<file path="config.mk">
export PLATFORM = sky130hd
export DESIGN_NAME = dragon_controller
export DESIGN_NICKNAME = d
export VERILOG_FILES = /design/src/rtl/dragon_pkg.sv /design/src/rtl/dragon_controller_lfsr8.sv /design/src/rtl/dragon_controller.sv
export SDC_FILE = /design/constraint.sdc
export NUM_CORES = 1
export LEC_CHECK = 0
export CORE_AREA = 2 2 102 104
export DETAILED_ROUTE_END_ITERATION = 16
export DIE_AREA = 0 0 104 106
export PLACE_DENSITY = 0.66
export SLEW_MARGIN = 5
export SYNTH_ARGS = -nofsm -noshare
export SYNTH_HDL_FRONTEND = slang
export SYNTH_SLANG_ARGS = --single-unit
</file>
<file path="constraint.sdc">
create_clock -name frame_clk -period 1.9 [get_ports frame_clk]
set_input_delay 0.19 -clock frame_clk [delete_from_list [all_inputs] [get_ports frame_clk]]
set_output_delay 0.19 -clock frame_clk [all_outputs]
set_load 0.01 [all_outputs]
</file>
<file path="src/rtl/dragon_pkg.sv">
// Shared dragon definitions: behaviour/direction encodings, coordinate widths
// and the tile distance metric used by both the controller and the head datapath.
package dragon_pkg;

  localparam int COORD_W = 4;
  localparam int LOC_W   = 2 * COORD_W;
  localparam int DIST_W  = COORD_W + 1;

  typedef enum logic [1:0] {
    ST_CONTEST = 2'b00,
    ST_RETREAT = 2'b01,
    ST_SCATTER = 2'b10,
    ST_DEAD    = 2'b11
  } behaviour_t;

  typedef enum logic [1:0] {
    DIR_UP    = 2'd0,
    DIR_RIGHT = 2'd1,
    DIR_DOWN  = 2'd2,
    DIR_LEFT  = 2'd3
  } direction_t;

  // Each axis difference gets one extra bit so the 0..30 sum never wraps.
  function automatic logic [DIST_W-1:0] manhattan(input logic [LOC_W-1:0] a,
                                                   input logic [LOC_W-1:0] b);
    logic [DIST_W-1:0] dx;
    logic [DIST_W-1:0] dy;
    dx = (a[LOC_W-1:COORD_W] >= b[LOC_W-1:COORD_W]) ?
         {1'b0, a[LOC_W-1:COORD_W] - b[LOC_W-1:COORD_W]} :
         {1'b0, b[LOC_W-1:COORD_W] - a[LOC_W-1:COORD_W]};
    dy = (a[COORD_W-1:0] >= b[COORD_W-1:0]) ?
         {1'b0, a[COORD_W-1:0] - b[COORD_W-1:0]} :
         {1'b0, b[COORD_W-1:0] - a[COORD_W-1:0]};
    return dx + dy;
  endfunction

endpackage

</file>
<file path="src/rtl/dragon_controller_lfsr8.sv">
// 8-bit Fibonacci LFSR (taps 8,6,5,4); maximal length, so a non-zero seed
// never reaches the all-zero state.
module lfsr8 #(
  parameter logic [7:0] SEED = 8'hA5
) (
  input  logic       frame_clk,
  input  logic       rst_n,
  input  logic       advance,
  output logic [7:0] value
);

  logic [7:0] lfsr_r;
  logic       feedback_s;

  assign feedback_s = lfsr_r[7] ^ lfsr_r[5] ^ lfsr_r[4] ^ lfsr_r[3];
  assign value      = lfsr_r;

  // Shift register, advanced only on requested frames.
  always_ff @(posedge frame_clk or negedge rst_n) begin
    if (!rst_n) begin
      lfsr_r <= SEED;
    end else if (advance) begin
      lfsr_r <= {lfsr_r[6:0], feedback_s};
    end else begin
      lfsr_r <= lfsr_r;
    end
  end

endmodule

</file>
<file path="src/rtl/dragon_controller.sv">
// Dragon behaviour controller: CONTEST/RETREAT/SCATTER/DEAD state machine,
// per-frame target selection, movement step strobe and body length.
module dragon_controller
  import dragon_pkg::*;
#(
  parameter int MOVE_PERIOD    = 8,
  parameter int RETREAT_FRAMES = 120,
  parameter int SCATTER_FRAMES = 90,
  parameter int INIT_LENGTH    = 3,
  parameter int MAX_LENGTH     = 9
) (
  input  logic       frame_clk,
  input  logic       rst_n,
  input  logic       enable,
  input  logic [7:0] player_location,
  input  logic [7:0] sheep_location,
  input  logic [7:0] dragon_head_location,
  input  logic       dragon_hurt,
  output logic [7:0] target_tile,
  output logic       step_en,
  output logic [1:0] behaviour_state,
  output logic [3:0] dragon_length,
  output logic       sheep_respawn,
  output logic       dragon_dead
);

  localparam int CNT_W   = (MOVE_PERIOD > 2) ? $clog2(MOVE_PERIOD) : 1;
  localparam int TMR_MAX = (RETREAT_FRAMES > SCATTER_FRAMES) ? RETREAT_FRAMES : SCATTER_FRAMES;
  localparam int TMR_W   = $clog2(TMR_MAX + 1);

  behaviour_t        state_r, state_s;
  logic [7:0]        target_r, target_s;
  logic [3:0]        length_r, length_s;
  logic              step_en_r, respawn_r, respawn_s;
  logic [CNT_W-1:0]  step_cnt_r, step_cnt_s;
  logic [TMR_W-1:0]  timer_r;
  logic [7:0]        lfsr_s;
  logic [7:0]        corner_s;
  logic [DIST_W-1:0] dist_player_s, dist_sheep_s;
  logic              hurt_ok_s, win_s, arrived_s;

  lfsr8 #(.SEED(8'hA5)) u_lfsr (
    .frame_clk (frame_clk),
    .rst_n     (rst_n),
    .advance   (enable),
    .value     (lfsr_s)
  );

  assign dist_player_s = manhattan(dragon_head_location, player_location);
  assign dist_sheep_s  = manhattan(dragon_head_location, sheep_location);
  assign corner_s      = {(player_location[7:4] < 4'd8) ? 4'hF : 4'h0,
                          (player_location[3:0] < 4'd8) ? 4'hF : 4'h0};
  assign hurt_ok_s     = dragon_hurt && ((state_r == ST_CONTEST) || (state_r == ST_SCATTER));
  assign win_s         = (state_r == ST_CONTEST) && (dragon_head_location == sheep_location);
  assign arrived_s     = (dragon_head_location == target_r);
  assign step_cnt_s    = (step_cnt_r == CNT_W'(MOVE_PERIOD - 1)) ? {CNT_W{1'b0}}
                                                                  : step_cnt_r + CNT_W'(1);

  // Next state/target/length; hurt outranks a win, which outranks arrival or timeout.
  always_comb begin
    state_s   = state_r;
    target_s  = target_r;
    length_s  = length_r;
    respawn_s = 1'b0;
    if (hurt_ok_s) begin
      if (length_r == 4'd1) begin
        length_s = 4'd0;
        state_s  = ST_DEAD;
      end else begin
        length_s = length_r - 4'd1;
        state_s  = ST_RETREAT;
        target_s = corner_s;
      end
    end else if (win_s) begin
      state_s   = ST_SCATTER;
      target_s  = lfsr_s;
      respawn_s = 1'b1;
      if (length_r < 4'(MAX_LENGTH)) begin
        length_s = length_r + 4'd1;
      end else begin
        length_s = length_r;
      end
    end else begin
      case (state_r)
        ST_CONTEST: target_s = (dist_player_s < dist_sheep_s) ? player_location : sheep_location;
        ST_RETREAT: begin
          if (arrived_s || (timer_r == TMR_W'(RETREAT_FRAMES - 1))) begin
            state_s = ST_CONTEST;
          end else begin
            state_s = ST_RETREAT;
          end
        end
        ST_SCATTER: begin
          if (arrived_s || (timer_r == TMR_W'(SCATTER_FRAMES - 1))) begin
            state_s = ST_CONTEST;
          end else begin
            state_s = ST_SCATTER;
          end
        end
        ST_DEAD:    state_s = ST_DEAD;
        default:    state_s = ST_CONTEST;
      endcase
    end
  end

  // Registered behaviour; everything but the strobes freezes while disabled.
  always_ff @(posedge frame_clk or negedge rst_n) begin
    if (!rst_n) begin
      state_r    <= ST_CONTEST;
      target_r   <= 8'h00;
      length_r   <= 4'(INIT_LENGTH);
      step_en_r  <= 1'b0;
      respawn_r  <= 1'b0;
      step_cnt_r <= {CNT_W{1'b0}};
      timer_r    <= {TMR_W{1'b0}};
    end else if (enable) begin
      state_r    <= state_s;
      target_r   <= target_s;
      length_r   <= length_s;
      respawn_r  <= respawn_s;
      step_cnt_r <= step_cnt_s;
      step_en_r  <= (step_cnt_s == CNT_W'(MOVE_PERIOD - 1)) && (state_s != ST_DEAD);
      if (state_s != state_r) begin
        timer_r <= {TMR_W{1'b0}};
      end else if (timer_r != {TMR_W{1'b1}}) begin
        timer_r <= timer_r + TMR_W'(1);
      end else begin
        timer_r <= timer_r;
      end
    end else begin
      step_en_r <= 1'b0;
      respawn_r <= 1'b0;
    end
  end

  assign target_tile     = target_r;
  assign step_en         = step_en_r;
  assign behaviour_state = state_r;
  assign dragon_length   = length_r;
  assign sheep_respawn   = respawn_r;
  assign dragon_dead     = (state_r == ST_DEAD);

endmodule

</file>
* Yosys cells after proc, flatten, opt, wreduce, memory -nomap -nowiden
Cells that the tools add are included.
** Cells by class
- Reductions and logical operators :: 14
- Add/subtract/negate cells :: 14
- Eq/ne operators :: 14
- Mux-type cells :: 28
- Bitwise gates (word level) :: 3
- $lt $le $gt $ge :: 8
** Operator list (number)
- 4-bit 2-to-1 mux :: 10
- 8-bit 2-to-1 mux :: 5
- 4-bit subtractor :: 8
- 8-bit == test :: 2
- 4-bit greater-or-equal comparator :: 4
- 7-bit == test (second input constant) :: 2
- 7-bit 2-to-1 mux :: 2
- 4-bit < comparator (second input constant) :: 3
- 4-bit by 4-bit adder with 5-bit output :: 2
- 2-bit 2-to-1 mux :: 4
- 7-bit by 1-bit adder with 7-bit output (second input constant) :: 1
- 7-bit inequality test (second input constant) :: 1
- 3-bit == test (second input constant) :: 2
- 2-bit one-hot mux with 3 select lines :: 1
- 3-bit AND reduction :: 2
- 2-bit nonzero test :: 3
- 5-bit < comparator :: 1
- 1-bit 2-to-1 mux :: 5
- 4-bit by 1-bit adder with 4-bit output (second input constant) :: 1
- 2-bit == test (second input constant) :: 2
- 4-bit by 1-bit == test with 1-bit output (second input constant) :: 1
- 2-bit inequality test (second input constant) :: 2
- 4-bit by 1-bit subtractor with 4-bit output (second input constant) :: 1
- 3-bit by 1-bit adder with 3-bit output (second input constant) :: 1
- 9 further kinds :: 15
** Word-level totals
- Logic and storage cells :: 89
- Register bits after elaboration :: 34

* Depth between registers and ports, before layout
- Depth in word-level cells :: 9
- Depth in mapped cells :: 18
- Depth with buffers taken out :: 17

* Cells and area by module
A second synthesis with hierarchy kept.
** Unflattened totals
- Cell total of the unflattened synthesis :: 347
- Area, all modules :: 3352.0 sq um
** By module, submodules not included
- dragon_controller :: area an instance 3027.9 sq um, times used 1, cells each 326
- lfsr8 :: area an instance 324.1 sq um, times used 1, cells each 21

* Least setup slack after synthesis
No wires, ideal clock.
- Path type :: input port to flip-flop
- Start point :: in dragon_head_location[4]
- End point :: reg target_r[0], in the netlist target_tile[0]
- Arrival time :: 3787 ps
- Cell stages on the path :: 17
- Setup time :: 126 ps
- Path buffers :: 1
- Path slack :: -2013 ps
- Data required time :: 1774 ps
- Cells stage by stage :: inv_1 -> ha_1 -> inv_1 -> fa_1 -> a21o_1 -> a21o_1 -> a21oi_1 -> mux2_2 -> fa_1 -> a21o_1 -> a21o_1 -> ha_1 -> a21oi_1 -> o21ai_0 -> nor2b_2 -> buf_6 -> a221o_1
** On the way
- Word-level cells in the longest chain between the ends :: 8
- Elaborated cells on any way between the ends :: 19
- Those cells by class :: add/sub: 6; order compare: 3; eq/ne: 1; mux: 6; reduce/logical: 3
** RTL lines
- from (decl) :: RTL line dragon_controller.sv:17 : input logic [7:0] dragon_head_location,
- 4-bit subtractor, or another cell as far along :: RTL line dragon_pkg.sv:30 : {1'b0, b[LOC_W-1:COORD_W] - a[LOC_W-1:COORD_W]};
- 4-bit 2-to-1 mux :: RTL line dragon_pkg.sv:28 : dx = (a[LOC_W-1:COORD_W] >= b[LOC_W-1:COORD_W]) ?
- 4-bit by 4-bit adder with 5-bit output :: RTL line dragon_pkg.sv:34 : return dx + dy;
- 5-bit < comparator :: RTL line dragon_controller.sv:85 : ST_CONTEST: target_s = (dist_player_s < dist_sheep_s) ? player_location : sheep_location;
- 8-bit 2-to-1 mux :: RTL line dragon_controller.sv:85
- 8-bit 2-to-1 mux :: RTL line dragon_controller.sv:84 : case (state_r)
- 8-bit 2-to-1 mux :: RTL line dragon_controller.sv:74 : end else if (win_s) begin
- 8-bit 2-to-1 mux :: RTL line dragon_controller.sv:65 : if (hurt_ok_s) begin
- to (signal assigned) :: RTL line dragon_controller.sv:118 : target_r <= target_s;
- to (decl) :: RTL line dragon_controller.sv:32 : logic [7:0] target_r, target_s;
Parallel ways exist; a longest one is shown, timed or not. The select of a mux whose other input is x is not followed.
A chain may end at the register's enable or synchronous reset.

* Worst setup path in the final report
- Start point :: in dragon_head_location[0]
- End point :: reg target_r[2], in the netlist target_tile[2]
** On the way
- Word-level cells in the longest chain between the ends :: 8
- Elaborated cells on any way between the ends :: 19
- Those cells by class :: add/sub: 6; order compare: 3; eq/ne: 1; mux: 6; reduce/logical: 3
** RTL lines
- 4-bit subtractor, or another cell as far along :: RTL line dragon_pkg.sv:33 : {1'b0, b[COORD_W-1:0] - a[COORD_W-1:0]};
- 4-bit 2-to-1 mux :: RTL line dragon_pkg.sv:31 : dy = (a[COORD_W-1:0] >= b[COORD_W-1:0]) ?
- 4-bit by 4-bit adder with 5-bit output :: RTL line dragon_pkg.sv:34
- 5-bit < comparator :: RTL line dragon_controller.sv:85
- 8-bit 2-to-1 mux :: RTL line dragon_controller.sv:85
- 8-bit 2-to-1 mux :: RTL line dragon_controller.sv:84
- 8-bit 2-to-1 mux :: RTL line dragon_controller.sv:74
- 8-bit 2-to-1 mux :: RTL line dragon_controller.sv:65
Parallel ways exist; a longest one is shown, timed or not. The select of a mux whose other input is x is not followed.

==> impl_results.html <==
<table>
<tr><th>Metric</th><th>Value</th></tr>
<tr><th colspan="2">Outcome</th></tr>
<tr><td>Violated checks</td><td>negative setup slack</td></tr>
<tr><td>Status</td><td>complete, but fails checks</td></tr>
<tr><th colspan="2">STA</th></tr>
<tr><td>Max Fclk</td><td>295.3 MHz</td></tr>
<tr><td>Worst-margin pin slew</td><td>0.5413 ns</td></tr>
<tr><td>Number of slew-limit violations in the final report</td><td>0</td></tr>
<tr><td>Remaining max-slew budget at the tightest pin</td><td>63.40%</td></tr>
<tr><td>Final worst-path cycle share</td><td>178.2%</td></tr>
<tr><td>Final-layout setup total negative slack</td><td>-11.74 ns</td></tr>
<tr><td>Setup slack of the critical path after layout</td><td>-1.487 ns</td></tr>
<tr><td>Final setup violation count</td><td>8</td></tr>
<tr><td>Worst hold-check slack</td><td>0.2939 ns</td></tr>
<tr><td>Setup repair after global routing missed its margin</td><td>yes</td></tr>
<tr><td>Hold Violations, Final</td><td>0</td></tr>
<tr><td>Worst clock skew on the final layout</td><td>0.005808 ns</td></tr>
<tr><td>Post-route minimum period</td><td>3.387 ns</td></tr>
<tr><th colspan="2">Clocking</th></tr>
<tr><td>Clock tree root buffer cell</td><td>clkbuf_8</td></tr>
<tr><td>Clock Path Buffers</td><td>2</td></tr>
<tr><td>CTS tree</td><td>done</td></tr>
<tr><td>Clock edge transition at the registers on the reported setup and hold paths</td><td>0.08 ns</td></tr>
<tr><td>Total CTS buffers</td><td>5</td></tr>
<tr><td>H-tree depth reported by CTS</td><td>2</td></tr>
<tr><td># clock sinks</td><td>34</td></tr>
<tr><td>Clock latency on the worst-skew pair</td><td>0.29 ns</td></tr>
<tr><th colspan="2">Die</th></tr>
<tr><td>Std-Cell Rows</td><td>37</td></tr>
<tr><td>Area inside the core boundary</td><td>0.01000 mm²</td></tr>
<tr><td>Initial cell density of the core</td><td>33.72%</td></tr>
<tr><td>Number of primary I/O pins</td><td>45</td></tr>
<tr><td>Die Ht</td><td>106 µm</td></tr>
<tr><td>Die area</td><td>0.01102 mm²</td></tr>
<tr><td>Die Span X</td><td>104 µm</td></tr>
<tr><th colspan="2">Setup path</th></tr>
<tr><td>Type of element launching the critical path</td><td>input pin</td></tr>
<tr><td>Path depth of the worst reg2reg path</td><td>7</td></tr>
<tr><td>Slowest stage delay, CP</td><td>0.42 ns</td></tr>
<tr><td>Crit Reg-Reg Endpoint</td><td>target_tile[2]$_DFFE_PN0P_</td></tr>
<tr><td>Sequence of cells on the critical path</td><td>buf_8 &gt; inv_8 &gt; ha_4 &gt; inv_4 &gt; fa_2 &gt; a21o_1 &gt; a21o_1 &gt; a21oi_4 &gt; mux2_4 &gt; fa_2 &gt; xor2_2 &gt; ha_4 &gt; a21o_1 &gt; a31oi_4 &gt; o21ai_4 &gt; nor2b_4 &gt; a221o_1</td></tr>
<tr><td>Required @ worst endpoint</td><td>2.07 ns</td></tr>
<tr><td>Worst-path maximum fanout</td><td>7</td></tr>
<tr><td>Most frequent CP cell</td><td>a21o_1</td></tr>
<tr><td>Kind of end point of the critical path</td><td>flip-flop</td></tr>
<tr><td>Slack of the worst reg-to-reg path</td><td>-0.08 ns</td></tr>
<tr><td>Setup CP Type</td><td>in -&gt; reg</td></tr>
<tr><td>Slowest cell on crit path</td><td>fa_2</td></tr>
<tr><td>Start of the worst register-to-register path</td><td>dragon_length[1]$_DFFE_PN1P_</td></tr>
<tr><td>Worst path top cell family by delay</td><td>compound AO/OA/AOI/OAI gates</td></tr>
<tr><td>Number of buffer and inverter instances along the worst setup path</td><td>3</td></tr>
<tr><td>Worst Path Arrival</td><td>3.56 ns</td></tr>
<tr><th colspan="2">Job</th></tr>
<tr><td>Number of maximum-capacitance violations</td><td>0</td></tr>
<tr><th colspan="2">Cells and area</th></tr>
<tr><td>Number of nets in the layout</td><td>563</td></tr>
<tr><td>Ant. Diodes</td><td>0</td></tr>
<tr><td>Synth-to-layout area growth</td><td>49.09%</td></tr>
<tr><td>Fraction of final layout cells sized beyond drive strength 1</td><td>36.61%</td></tr>
<tr><td>Post-layout instance area</td><td>0.005027 mm²</td></tr>
<tr><td>Share of the core filled with cells</td><td>50.28%</td></tr>
<tr><th colspan="2">Min path</th></tr>
<tr><td>Worst hold path startpoint</td><td>player_location[4]</td></tr>
<tr><td>Number of instances on the worst hold path</td><td>3</td></tr>
<tr><td>Worst hold-check path type</td><td>in -&gt; reg</td></tr>
<tr><td>Endpoint, Worst Hold</td><td>target_tile[4]$_DFFE_PN0P_</td></tr>
<tr><th colspan="2">Synth</th></tr>
<tr><td>Count of different cell masters after synthesis</td><td>49</td></tr>
<tr><td>Count of state elements after synthesis</td><td>34</td></tr>
<tr><td>Leading post-synthesis cells by cell area</td><td>dfrtp_1 (21%), ha_1 (18%), fa_1 (5.9%), a21oi_1 (5.0%), a21o_1 (4.9%)</td></tr>
<tr><td>Proportion of netlist area held by the largest area contributor</td><td>20.78%</td></tr>
<tr><td>Most common flop cell mapped by yosys</td><td>dfrtp_1</td></tr>
<tr><td>Mapped Nets</td><td>438</td></tr>
<tr><td>Synthesized instance count</td><td>352</td></tr>
<tr><td>Average cell area after synthesis</td><td>9.580 µm²</td></tr>
<tr><td>Sequential-to-total area share from yosys stat</td><td>25.45%</td></tr>
<tr><td>Number of synthesized flops with an enable pin</td><td>0</td></tr>
<tr><td>Synth Warn #</td><td>0</td></tr>
<tr><td>Share of async-settable or async-resettable flops after synthesis</td><td>100.0%</td></tr>
<tr><td>Largest area contributor in the synthesized netlist</td><td>dfrtp_1</td></tr>
<tr><td>Cell area after technology mapping</td><td>0.003372 mm²</td></tr>
<tr><th colspan="2">GRT</th></tr>
<tr><td>Met2 Usage GRT</td><td>30.36%</td></tr>
<tr><td>Remaining global-route overflow</td><td>0</td></tr>
<tr><td>Combined global-route utilization of all metal layers</td><td>16.03%</td></tr>
<tr><td>Number of global-route vias before repair</td><td>3078</td></tr>
<tr><td>Largest net degree at the start of global routing</td><td>35</td></tr>
<tr><td>Initial antenna violation count</td><td>0</td></tr>
<tr><td>Wire length of the first global-routing pass</td><td>14.59 mm</td></tr>
<tr><td>Met3 Usage GRT</td><td>2.330%</td></tr>
<tr><td>GRT Max-Usage Layer</td><td>met2</td></tr>
<tr><td>Met1 layer usage reported by global route</td><td>19.28%</td></tr>
<tr><th colspan="2">Pwr</th></tr>
<tr><td>Pwr Density</td><td>917.4 mW/mm²</td></tr>
<tr><td>Static Leak</td><td>0.002378 µW</td></tr>
<tr><td>Worst vdd rail ir drop</td><td>503.8 µV</td></tr>
<tr><th colspan="2">Drt</th></tr>
<tr><td>Post-detailed-route count of antenna-violating nets</td><td>0</td></tr>
<tr><td>DRC violation count after routing</td><td>0</td></tr>
<tr><td>Total Wirelength</td><td>8.904 mm</td></tr>
<tr><td>Violation count after the first detailed-routing iteration</td><td>90</td></tr>
<tr><td>Via/cell ratio</td><td>4.754</td></tr>
<tr><td>Total via count in the routed design</td><td>2919</td></tr>
<tr><td>Number of iterations in the first detailed-routing pass</td><td>4</td></tr>
<tr><td>Detailed-route wire length per cell</td><td>14.50 µm</td></tr>
<tr><th colspan="2">Placed design</th></tr>
<tr><td>GPL Wtd Cong</td><td>0.8718</td></tr>
<tr><td>Placed instance area</td><td>0.004593 mm²</td></tr>
<tr><td>Port-buffer cells</td><td>44</td></tr>
<tr><td>Half-perimeter wire length after placement</td><td>6.869 mm</td></tr>
</table>
placed cells by master (no fill, tap or decap), drive strengths merged, types with 2 or more instances in the layout:
cell type / Yosys / final
mux2i: 13 / 13
a21oi: 34 / 34
nor4b: 2 / 2
fa: 10 / 10
clkdlybuf4s50: 0 / 23
nor2: 26 / 26
buf: 7 / 88
o22ai: 3 / 3
a221o: 7 / 7
nor3: 2 / 2
ha: 48 / 48
inv: 43 / 43
mux2: 12 / 12
xnor2: 11 / 11
dfrtp: 28 / 28
nand4: 5 / 5
dlygate4sd2: 0 / 10
o31ai: 2 / 2
clkbuf: 1 / 7
a211oi: 4 / 4
nand3: 10 / 10
a21o: 22 / 22
nand2: 12 / 12
xor2: 17 / 17
bufinv: 0 / 2
nand2b: 5 / 5
o21ai: 5 / 5
clkdlybuf4s15: 0 / 2
nor4: 3 / 3
dfstp: 6 / 6
flip-flops by register name, summed over array words and instances, names as in the netlist:
register         flops
timer_r              7
step_cnt_r           3
u_lfsr.value         8
dragon_length        4
sheep_respawn        1
target_tile          8
step_en              1
behaviour_state      2
layout make-up:
type | instances | area, µm²
clock inverters | 3 | 68.82
well taps | 136 | 170.2
fillers | 928 | 4972
repair buffers | 126 | 1027
flip-flops and latches | 34 | 859.6
multi-input cells | 267 | 2656
inverters | 43 | 176.4
clock buffers | 5 | 68.82
timing repair:
| action | CTS | global route |
|---|---|---|
| pin swaps | 35 | 26 |
| setup endpoints to repair | 21 | 19 |
| setup buffers | 5 | 3 |
| gates resized for setup | 74 | 23 |
| hold buffers | 0 | 0 |
worst max path at each step:
stage,startpoint,to,slack [ns],depth (start not counted)
floorplan,dragon_head_location[0],target_tile[0]$_DFFE_PN0P_,-1.62,17
global placement,sheep_location[4],target_tile[0]$_DFFE_PN0P_,-2.16,16
detailed placement,dragon_head_location[0],target_tile[4]$_DFFE_PN0P_,-2.26,17
CTS,dragon_head_location[4],target_tile[2]$_DFFE_PN0P_,-1.54,17
global route,dragon_head_location[0],target_tile[6]$_DFFE_PN0P_,-1.58,20
finish,dragon_head_location[0],target_tile[2]$_DFFE_PN0P_,-1.49,17
routing by layer:
| metal | vias to the layer above | routed length [µm] |
|---|---|---|
| met1 | 1388 | 3909 |
| met2 | 42 | 4633 |
| met4 | 0 | 140 |
| met5 | - | 0 |
| li1 | 1479 | - |
| met3 | 10 | 220 |
power by group:
| part | total, µW | internal (µW) | switching, µW |
|---|---|---|---|
| logic | 2520 | 1360 | 1160 |
| clock network | 811 | 526 | 285 |
| registers | 1280 | 1010 | 270 |
| total | 4610 | 2890 | 1720 |
synthesized netlist by cell type (3+ instances only):
library cell	count
inv_1	43
dfrtp_1	28
fa_1	10
mux2_2	12
nand2b_1	5
xor2_1	17
a221o_1	7
ha_1	48
a21oi_1	34
nand2_1	12
buf_2	4
nand3_1	10
a21o_1	22
o21ai_0	5
nand4_1	3
xnor2_1	11
nor2_1	25
a211oi_1	3
dfstp_2	6
mux2i_1	13
kinds of logic (layout without fill, tap and decap cells):
logic type	after synthesis	in the layout	synth area share, %
multiplexers	25	25	7.866
buffers and inverters	51	177	6.270
flip-flops	34	34	25.45
adder cells (fa/ha/maj)	58	58	23.75
AND/OR/NAND/NOR	73	73	12.73
XOR/XNOR	28	28	7.273
AO/OA/AOI/OAI	83	83	16.66
stage by stage:
stage | setup WS [ns] | total power (µW) | std cells
after global placement | -2.161 | 3297 | 599
after detailed placement | -2.258 | 3361 | 599
after global routing | -1.576 | 4933 | 614
after CTS | -1.539 | 4291 | 611
after floorplan | -1.621 | 2616 | 352
final | -1.487 | 4612 | 614
worst min-delay path, stage by stage:
cell and delay, ns:
buf_2 0.12, buf_4 0.12, a221o_1 0.13
No activity file was read; power rests on OpenSTA's default activity.
==> variant: new RTL, config.mk and constraints unchanged <==
`RETREAT_FRAMES`: 120 -> 240.
--- a/src/rtl/dragon_controller.sv
+++ b/src/rtl/dragon_controller.sv
@@ -4,7 +4,7 @@
   import dragon_pkg::*;
 #(
   parameter int MOVE_PERIOD    = 8,
-  parameter int RETREAT_FRAMES = 120,
+  parameter int RETREAT_FRAMES = 240,
   parameter int SCATTER_FRAMES = 90,
   parameter int INIT_LENGTH    = 3,
   parameter int MAX_LENGTH     = 9
Check against the original RTL: no difference found for any inputs over 4 cycles, from zero or initial values and one cycle with rst_n low; that may be too few to reach the edited logic, so the function may still have changed.
==> variant against the unedited design <==
Synthesized cell count up 5.4%; worst hold slack better by 17 ps; wire length up 8.8%; clock skew about the same; power up 25%; combinational power up 42%; final area up 5.9%; the flow still finishes with violations (negative setup slack); synthesized area up 3.4%; sequential cell count up 1; count of clock-buffer cells in the layout up 1; via count up 10%; maximum frequency down 3.3%; setup slack worse by 120 ps.
==> variant: results (changes against the unedited design) <==
leakagePower_nw: 2.54  # +6.7%
synth-xor-area-share_pct: 8.04  # +0.76 points
dp.cells: 631  # +5.3%
tns_ps: -12570  # -832 ps
grt_pass1_vias: 3391  # +10%
cts_setup_buffers: 8  # +3
synthMuxAreaShare_pct: 9.08  # +1.2 points
dr.pass1.iters: 6  # +2
cp_max_fo: 8  # +1
rrSetupSlack_ps: 70  # +150 ps
min_path_type: "in2async"
finalNonFillerCells: 656  # +6.8%
avgSynthCellArea_sq_um: 9.40  # -1.9%
crit_arrival_ps: 3680  # +120 ps
setup_viol: 8  # unchanged
whs_ps: 311  # +16.7 ps
preCtsSetupSlack_ps: -2460  # -204 ps
power.density_nw_per_um2: 1080  # +18%
worst_path_dominant_cell_family: "adder cells"
powerSeq_mw: 1.48  # +16%
synth_compound_area_share_pct: 15.0  # -1.7 points
via_per_inst: 4.90  # +3.1%
r2r_start: "dragon_length[0]"
slowest_stage: "clkdlybuf4s50_1"
grt_use_total_pct: 18.0  # +2.0 points
critPathCapture: "target_tile[6]"
outcome: "complete, but fails checks"
placed_area_sq_um: 4840  # +5.4%
relSlewSlack_pct: 69.9  # +6.5 points
cts_resized: 71  # -4.1%
grt_max_degree: 36  # +2.9%
finalNetCount: 605  # +7.5%
gp_congestion: 0.853  # -2.1%
seq_area_frac_synth_pct: 25.3  # -0.12 points
drt_iter0_drc: 100  # +11%
routed_wirelength_mm: 9.69  # +8.8%
yosys-top-cells-count: "ha_1 (48), inv_1 (46), nor2_1 (33)"
violations: "negative setup slack"
p_switching_mw: 2.31  # +34%
postLayoutSetupSlackWorst_ps: -1600  # -115 ps
r2r_end: "timer_r[0]"
slowest_delay_ps: 540  # +120 ps
cp-startpoint: "player_location[3]"
-- variant: per-layer routing --
metal  vias up  track usage (%)  wire length (microns)
li1       1588                -                      -
met4         0             4.73                    151
met5         -                0                      0
met3        16             2.15                    196
met2        60             31.0                   4760
met1      1552             24.0                   4580
-- variant: logic make-up (layout without fill, tap and decap cells) --
logic type / after synthesis / in the layout
flops: 35 / 35
compound gates: 75 / 75
simple gates: 85 / 85
mux: 30 / 30
xor+xnor: 32 / 32
buf+inv: 56 / 205
fa+ha+maj: 58 / 58
-- variant: cell type report --
| cell class | instances | area, sq um | share of cell area [%] |
|---|---|---|---|
| tap | 136 | 170 | 3.20 |
| timing repair buffer | 151 | 1250 | 23.6 |
| sequential | 35 | 883 | 16.6 |
| multi-input combinational | 280 | 2710 | 50.9 |
| clock inverter | 2 | 35.0 | 0.658 |
| clock buffer | 6 | 82.6 | 1.55 |
| inverter | 46 | 188 | 3.53 |
